## src/rtl/opb_register_bank_ppc2simulink.sv

```systemverilog
// OPB slave register bank: C_NUM_REGS 32-bit registers exported to user logic,
// byte-enabled writes, single-cycle ack, optional self-clearing registers.
module opb_register_bank_ppc2simulink #(
  parameter logic [31:0]           C_BASEADDR     = 32'h0100C000,
  parameter logic [31:0]           C_HIGHADDR     = 32'h0100C0FF,
  parameter int                    C_NUM_REGS     = 4,
  parameter int                    C_OPB_AWIDTH   = 32,
  parameter int                    C_OPB_DWIDTH   = 32,
  parameter logic [C_NUM_REGS-1:0] C_AUTOCLR_MASK = '0,
  parameter string                 C_FAMILY       = "virtex6"
) (
  input  logic                      OPB_Clk,
  input  logic                      OPB_Rst,
  input  logic [0:C_OPB_AWIDTH-1]   OPB_ABus,
  input  logic [0:3]                OPB_BE,
  input  logic [0:C_OPB_DWIDTH-1]   OPB_DBus,
  input  logic                      OPB_RNW,
  input  logic                      OPB_select,
  input  logic                      OPB_seqAddr,
  output logic [0:C_OPB_DWIDTH-1]   Sl_DBus,
  output logic                      Sl_xferAck,
  output logic                      Sl_errAck,
  output logic                      Sl_retry,
  output logic                      Sl_toutSup,
  output logic [32*C_NUM_REGS-1:0]  user_data_out,
  output logic [C_NUM_REGS-1:0]     user_wr_strb
);

  typedef enum logic [1:0] {IDLE, ACK, WAIT} state_t;

  localparam bit family_unused = (C_FAMILY != "");
  logic seq_unused;
  assign seq_unused = OPB_seqAddr;

  state_t                  state_q;
  logic [31:0]             regs_q [C_NUM_REGS];
  logic [31:0]             dbus_q;
  logic                    ack_q;
  logic [C_NUM_REGS-1:0]   strb_q;

  logic [31:0]             addr;
  logic [31:0]             wdata;
  logic [31:0]             word_idx;
  logic                    hit;
  logic                    in_bank;
  logic [31:0]             rd_data_d;

  // Bus is big-endian: bit 0 is the MSB, so a plain assignment gives DBus[i] <-> bit 31-i.
  assign addr     = OPB_ABus;
  assign wdata    = OPB_DBus;
  assign hit      = OPB_select && (addr >= C_BASEADDR) && (addr <= C_HIGHADDR);
  assign word_idx = (addr - C_BASEADDR) >> 2;
  assign in_bank  = word_idx < 32'(C_NUM_REGS);

  always_comb begin
    rd_data_d = '0;
    for (int k = 0; k < C_NUM_REGS; k++) begin
      if (word_idx == 32'(k)) rd_data_d = regs_q[k];
    end
  end

  always_ff @(posedge OPB_Clk or posedge OPB_Rst) begin
    if (OPB_Rst) begin
      state_q <= IDLE;
      ack_q   <= 1'b0;
      dbus_q  <= '0;
      strb_q  <= '0;
      for (int k = 0; k < C_NUM_REGS; k++) regs_q[k] <= '0;
    end else begin
      ack_q  <= 1'b0;
      dbus_q <= '0;
      strb_q <= '0;
      case (state_q)
        IDLE: begin
          if (hit) begin
            state_q <= ACK;
            ack_q   <= 1'b1;
            if (OPB_RNW) begin
              dbus_q <= rd_data_d;
            end else if (in_bank) begin
              for (int k = 0; k < C_NUM_REGS; k++) begin
                if (word_idx == 32'(k)) begin
                  strb_q[k] <= |OPB_BE;
                  for (int b = 0; b < 4; b++) begin
                    if (OPB_BE[b]) regs_q[k][31-8*b -: 8] <= wdata[31-8*b -: 8];
                  end
                end
              end
            end
          end
        end
        ACK: begin
          state_q <= WAIT;
          // Self-clearing registers give user logic a one-cycle pulse.
          for (int k = 0; k < C_NUM_REGS; k++) begin
            if (C_AUTOCLR_MASK[k]) regs_q[k] <= '0;
          end
        end
        WAIT: begin
          if (!OPB_select) state_q <= IDLE;
        end
        default: state_q <= IDLE;
      endcase
    end
  end

  for (genvar k = 0; k < C_NUM_REGS; k++) begin : g_out
    assign user_data_out[32*k +: 32] = regs_q[k];
  end

  assign Sl_DBus      = dbus_q;
  assign Sl_xferAck   = ack_q;
  assign user_wr_strb = strb_q;
  assign Sl_errAck    = 1'b0;
  assign Sl_retry     = 1'b0;
  assign Sl_toutSup   = 1'b0;

endmodule

```

## config.mk

```make
export PLATFORM = sky130hd
export DESIGN_NAME = opb_register_bank_ppc2simulink
export DESIGN_NICKNAME = d
export VERILOG_FILES = /design/src/rtl/opb_register_bank_ppc2simulink.sv
export SDC_FILE = /design/constraint.sdc
export NUM_CORES = 1
export LEC_CHECK = 0
export ABC_AREA = 1
export CAP_MARGIN = 30
export CORE_MARGIN = 2
export CORE_UTILIZATION = 54
export CTS_BUF_LIST = sky130_fd_sc_hd__clkbuf_8 sky130_fd_sc_hd__clkbuf_16
export CTS_CLUSTER_DIAMETER = 120
export CTS_CLUSTER_SIZE = 16
export DETAILED_ROUTE_END_ITERATION = 6
export PLACE_DENSITY = 0.87
export SLEW_MARGIN = 30
export SYNTH_ARGS = -nofsm -noshare
export SYNTH_HDL_FRONTEND = slang
export SYNTH_SLANG_ARGS = --single-unit
```

## constraint.sdc

```tcl
create_clock -name OPB_Clk -period 13.45 [get_ports OPB_Clk]
set_input_delay 2.69 -clock OPB_Clk [delete_from_list [all_inputs] [get_ports OPB_Clk]]
set_output_delay 2.69 -clock OPB_Clk [all_outputs]
set_load 0.02 [all_outputs]
```

==> results of run 1 <==
-- worst min path at each step --
stage	cells past startpoint	end	from
6_report	2	user_data_out[33]	user_data_out[33]
5_1_grt	2	user_data_out[39]	user_data_out[39]
4_1_cts	2	user_data_out[34]	user_data_out[34]
3_5_place_dp	2	user_data_out[34]	user_data_out[34]
3_3_place_gp	2	user_data_out[33]	user_data_out[33]
2_1_floorplan	2	state_q[1]	state_q[1]
-- worst reg2reg max path, stage by stage (launching register included) --
cell     delay [ns]
dfrtp_1        0.39
nor2_1         0.46
inv_1          0.26
nor2_4         0.80
nand2_1        0.43
nand2_1        0.16
nand2_1        0.07
inv_1          0.07
-- cells by family after synthesis --
logic type | share of synthesized area (%)
DFF | 43.7
other | 0.0392
buffers and inverters | 14.3
and+or+nand+nor | 34.8
AOI/OAI and AO/OA | 7.04
-- sequential cells by signal, summed over array words and instances, names as in the netlist --
register,flops
state_q,2
user_data_out,128
Sl_xferAck,1
Sl_DBus,32
user_wr_strb,4
-- cell usage in the layout, fill, tap and decap left out, drive strengths merged --
| master | count |
|---|---|
| and2 | 1 |
| bufinv | 4 |
| nand3 | 95 |
| clkdlybuf4s50 | 236 |
| buf | 11 |
| conb | 3 |
| nor3 | 12 |
| a21oi | 33 |
| o2111ai | 32 |
| nand2 | 399 |
| clkinv | 4 |
| nor4 | 3 |
| nand4 | 108 |
| nor3b | 2 |
| o21a | 1 |
| clkinvlp | 1 |
| or2 | 3 |
| inv | 276 |
| nand3b | 2 |
| dfrtp | 167 |
| clkbuf | 18 |
| o21ai | 38 |
| nor2 | 87 |
-- through the flow --
stage	power (mW)	util [%]	instances
after global placement	0.583	69.2	1728
after CTS	1.11	72.8	1760
after detailed placement	0.584	69.2	1728
final	1.11	73.0	1761
after global routing	1.14	73.0	1761
after floorplan	0.547	-	1325
-- metal layers --
layer,vias up,track usage [%]
li1,4588,-
met1,4691,40.1
met2,553,53.2
met3,88,6.63
met4,0,13.8
met5,-,0
-- final cells by class --
class                           count  share of cell area, %
Inverter                          271                   8.10
Tap cell                          225                   2.23
Sequential cell                   167                   33.1
Clock inverter                     14                   1.54
Timing Repair Buffer              247                   19.5
Multi-Input combinational cell    819                   32.0
Clock buffer                       18                   3.48
-- where the power goes --
group / leakage [nW] / total, mW / internal, mW / switching (mW)
clock network: 0.313 / 0.530 / 0.318 / 0.212
registers: 1.83 / 0.503 / 0.503 / 0.000266
logic: 3.92 / 0.0727 / 0.0258 / 0.0469
==> impl_metrics.tcl, run 1 <==
set metrics [dict create \
    run_status "complete, no violations" \
    yosysTopAreaCell "dfrtp_1" \
    setup_tns_ns 0 \
    wl_per_cell_um 16.8 \
    ys_top_cells_by_count "nand2_1, inv_1, dfrtp_1" \
    gp_congestion 0.897 \
    antenna_found_initial 0 \
    dp_hpwl_mm 20.3 \
    crit_start "OPB_ABus[11]" \
    grt_pass1_vias 9440 \
    post-cts-setup-buffers 0 \
    arrival_ns 5.81 \
    cts_buffers 17 \
    synth_area_leaders "dfrtp_1, nand2_1, inv_1" \
    hp-class "reg2reg" \
    setup_viol 0 \
    rsz0062_at_grt "no" \
    cts_tree "yes" \
    die_w_um 137 \
    syn_inst 1323 \
    start_util_pct 55.3 \
    worstSetupPathType "in2reg" \
    highest_layer "met4" \
    nNetsFinal 1596 \
    synth_seq_area_share_pct 43.7 \
    timing.final.crit_period_ns 5.49 \
    die_h_um 137 \
    placed_cell_area_sq_um 12000 \
    worst_slew_pin_slew_ns 0.943 \
    grt_overflow 0 \
    setup_ws_ns 7.96 \
    met3_length_mm 3.01 \
    dr_wl_met2_mm 14.4 \
    diodes 0 \
    core_sq_um 17300 \
    rr_endpoint "user_data_out[124]" \
    io_buffers 236 \
    max_freq_mhz 182 \
    hold_buffers 0 \
    layout-area-overhead-vs-synth_pct 32.1 \
    cp-start-kind "input port" \
    place_ws_ns 7.31 \
    fin_worst_skew_ns 0.00762 \
    track_usage_pct 31.9 \
    slowest_delay_ns 0.45 \
    clk_pin_slew_ns 0.07 \
    synth-edff-count 0 \
    worst_r2r_startpoint "state_q[0]" \
    drive_above_1_share_pct 6.77 \
    synthFlopType "dfrtp_1" \
    path_delay_family "simple AND/OR/NAND/NOR gates" \
    crit_end "user_data_out[41]" \
    maxSlewViolCount 0 \
    cts_root_buffer "clkbuf_16" \
    vias 9920 \
    regToRegSetupSlack_ns 10.76 \
    netlist_area_sq_um 9560 \
    crit_top_cell "nand2_1" \
    worstSkewPairLatency_ns 0.43 \
    cts_resized 0 \
    crit_fanout 43 \
    rows 48 \
    critPathRequiredTime_ns 13.77 \
    period_share_pct 40.8 \
    ios 241 \
    vias_per_cell 5.63 \
    async_flop_share_pct 100 \
    netlist-cell-type-count 35 \
    routed_wl_mm 29.6 \
    drt_pass1_iterations 6 \
    power.density_nw_per_um2 87.6 \
    nFillCells 1358 \
    synth_most_common_cell "nand2_1" \
    critical_path_buf_inv_count 4 \
    holdWs_ns 0.497 \
    design_area_sq_um 12600 \
    worst-path-stages 18 \
    yosysTopAreaCellShare_pct 43.7 \
    cap_violations 0 \
    grt_pass1_wl_mm 46.7 \
    max-vdd-ir-drop_uv 94.2 \
    p_leak_nw 6.07 \
    ys_ff_latch 167 \
    grt_max_degree 91 \
    die-area_sq_um 18800 \
    cts_buffer_depth 2 \
    drtAntennaViolNets 0 \
    rr_worst_depth 7 \
    syn_area_per_cell_sq_um 7.22 \
    cts.sinks 167 \
    crit_path_end_kind "flop" \
    drt_iter0_markers 823 \
    wl_met1_mm 11.2 \
    htreeDepth 4 \
    ff_latch_area_sq_um 4180 \
    slew_headroom_pct 37.0 \
    drc 0 \
    ys_warn_count 0 \
    slowest_stage "clkdlybuf4s50_1" \
    crit_chain "clkdlybuf4s50_1 -> nor2_1 -> nand2_2 -> inv_1 -> nand2_1 -> nand3_1 -> nand2_1 -> nand2_1 -> nand2_1 -> nor2_1 -> nand2_2 -> nor2_8 -> buf_12 -> nand3_4 -> nor2_4 -> inv_2 -> nand2_1 -> nand2_1" \
    multiInputGateArea_sq_um 4040 \
    finalHoldViolations 0 \
]
(Power assumes the default switching activity.)
==> inputs of run 2 (changes only) <==
Settings changed: CORE_UTILIZATION 54 to 45, PLACE_DENSITY 0.87 to 0.77.
Clock period 13.45 ns to 4.4 ns, I/O delays scaled along.
==> impl_metrics.tcl, run 2 (synthesis results as in run 1) <==
set metrics [dict create \
    run_status "complete, no violations" \
    nFillCells 1894 \
    worst_slew_pin_slew_ns 0.741 \
    period_share_pct 77.0 \
    worstSkewPairLatency_ns 0.44 \
    drt_iter0_markers 733 \
    worst_r2r_startpoint "state_q[0]" \
    cts_tree "yes" \
    wl_per_cell_um 16.5 \
    cp-start-kind "input port" \
    drive_above_1_share_pct 7.31 \
    cts.sinks 167 \
    design_area_sq_um 12800 \
    maxSlewViolCount 0 \
    finalHoldViolations 0 \
    die-area_sq_um 22400 \
    fin_worst_skew_ns 0.00873 \
    layout-area-overhead-vs-synth_pct 33.4 \
    cts_buffers 17 \
    drtAntennaViolNets 0 \
    power.density_nw_per_um2 254 \
    crit_top_cell "nand2_1" \
    cts_root_buffer "clkbuf_16" \
    arrival_ns 3.76 \
    critPathRequiredTime_ns 4.77 \
    vias_per_cell 5.29 \
    die_h_um 150 \
    min_from "user_data_out[62]" \
    diodes 0 \
    max_freq_mhz 295 \
    cap_violations 0 \
    htreeDepth 4 \
    final_common_cell "nand2_1" \
    rr_endpoint "user_data_out[120]" \
    whs_endpoint "user_data_out[62]" \
    drt_pass1_iterations 5 \
    antenna_found_initial 0 \
    drc 0 \
    rr_worst_depth 8 \
    grt_pass1_vias 9096 \
    ios 241 \
    cts_resized 0 \
    placed_cell_area_sq_um 12200 \
    hold_path_depth 2 \
    gp_congestion 0.889 \
    path_delay_family "simple AND/OR/NAND/NOR gates" \
    grt_max_degree 102 \
    worstSetupPathType "in2reg" \
    crit_chain "clkdlybuf4s50_1 -> nor2_2 -> nand2_1 -> a21oi_2 -> nand2_1 -> nand2_1 -> nand3_1 -> nor2_1 -> nand4_1 -> nor2_4 -> buf_12 -> nand2_1 -> nand2_1 -> nand2_1 -> inv_1" \
    post-cts-setup-buffers 0 \
    layout_common_cells "nand2_1, inv_1, clkdlybuf4s50_1" \
    critical_path_buf_inv_count 3 \
    core_sq_um 21000 \
    rows 53 \
    vias 9624 \
    routed_wl_mm 30.1 \
    regToRegSetupSlack_ns 1.97 \
    die_w_um 150 \
    nNetsFinal 1606 \
    setup_tns_ns 0 \
    track_usage_pct 26.7 \
    p_leak_nw 6.10 \
    crit_fanout 19 \
    slowest_delay_ns 0.49 \
    hold_buffers 0 \
    clk_pin_slew_ns 0.07 \
    slowest_stage "clkdlybuf4s50_1" \
    slew_headroom_pct 50.6 \
    dp_hpwl_mm 21.2 \
    cts_buffer_depth 2 \
    largest_reg_flops 128 \
    max-vdd-ir-drop_uv 266 \
    io_buffers 236 \
    setup_viol 0 \
    grt_overflow 0 \
    hp-class "reg2reg" \
    start_util_pct 45.6 \
    timing.final.crit_period_ns 3.39 \
    crit_path_end_kind "flop" \
    rsz0062_at_grt "no" \
    grt_pass1_wl_mm 46.8 \
]
-- run 2: changes by cell type in the layout (fill, tap and decap cells not counted), sizes merged --
cell	before	now
clkinv	4	6
inv	276	275
buf	11	21
clkinvlp	1	3
bufinv	4	1
-- run 2: worst max-delay path by stage --
stage / from / endpoint / slack [ns] / cells after the start
finish: OPB_ABus[8] / user_data_out[120] / 1.01 / 15
global route: OPB_ABus[8] / user_data_out[112] / 0.65 / 15
CTS: OPB_ABus[14] / user_data_out[119] / 1.04 / 17
detailed placement: OPB_ABus[14] / user_data_out[119] / 0.59 / 17
global placement: OPB_ABus[14] / user_data_out[117] / 0.62 / 17
floorplan: OPB_Rst / Sl_DBus[0] / 1.39 / 1
-- run 2: final cells by class --
cell class / count / area [sq um] / area share (%)
clock buffers: 18 / 439 / 3.44
repair buffers: 257 / 2580 / 20.3
well taps: 275 / 344 / 2.70
inverters: 271 / 1020 / 8.01
multi-input cells: 819 / 4040 / 31.7
clock inverters: 14 / 141 / 1.11
flip-flops and latches: 167 / 4180 / 32.8
-- run 2: power by group --
group | switching, mW | total [mW] | internal, mW
clock network | 0.668 | 1.48 | 0.808
logic | 0.148 | 0.231 | 0.0830
registers | 0.000760 | 1.54 | 1.54
-- run 2: tightest hold or removal path, stage by stage, from the launching register on --
cell and delay [ns]:
dfrtp_1 0.37, nand2_1 0.06, nand2_1 0.05
-- run 2: metal layers --
metal | up-vias | track usage, % | share of wire (%)
li1 | 4601 | - | -
met1 | 4521 | 34.8 | 42
met2 | 440 | 44.0 | 47
met3 | 62 | 5.85 | 8.4
met4 | 0 | 9.62 | 2.7
met5 | - | 0 | 0
-- run 2: per-stage QoR --
step           std cells  utilization (%)  hold WS [ns]  power (mW)  setup slack [ns]
2_1_floorplan       1325                -         0.499        1.67              1.39
3_3_place_gp        1789             58.1         0.480        1.79             0.622
3_5_place_dp        1789             58.1         0.487        1.80             0.590
4_1_cts             1821             60.8         0.504        3.26              1.04
5_1_grt             1821             60.8         0.531        3.36             0.654
6_report            1821             60.8         0.506        3.24              1.01
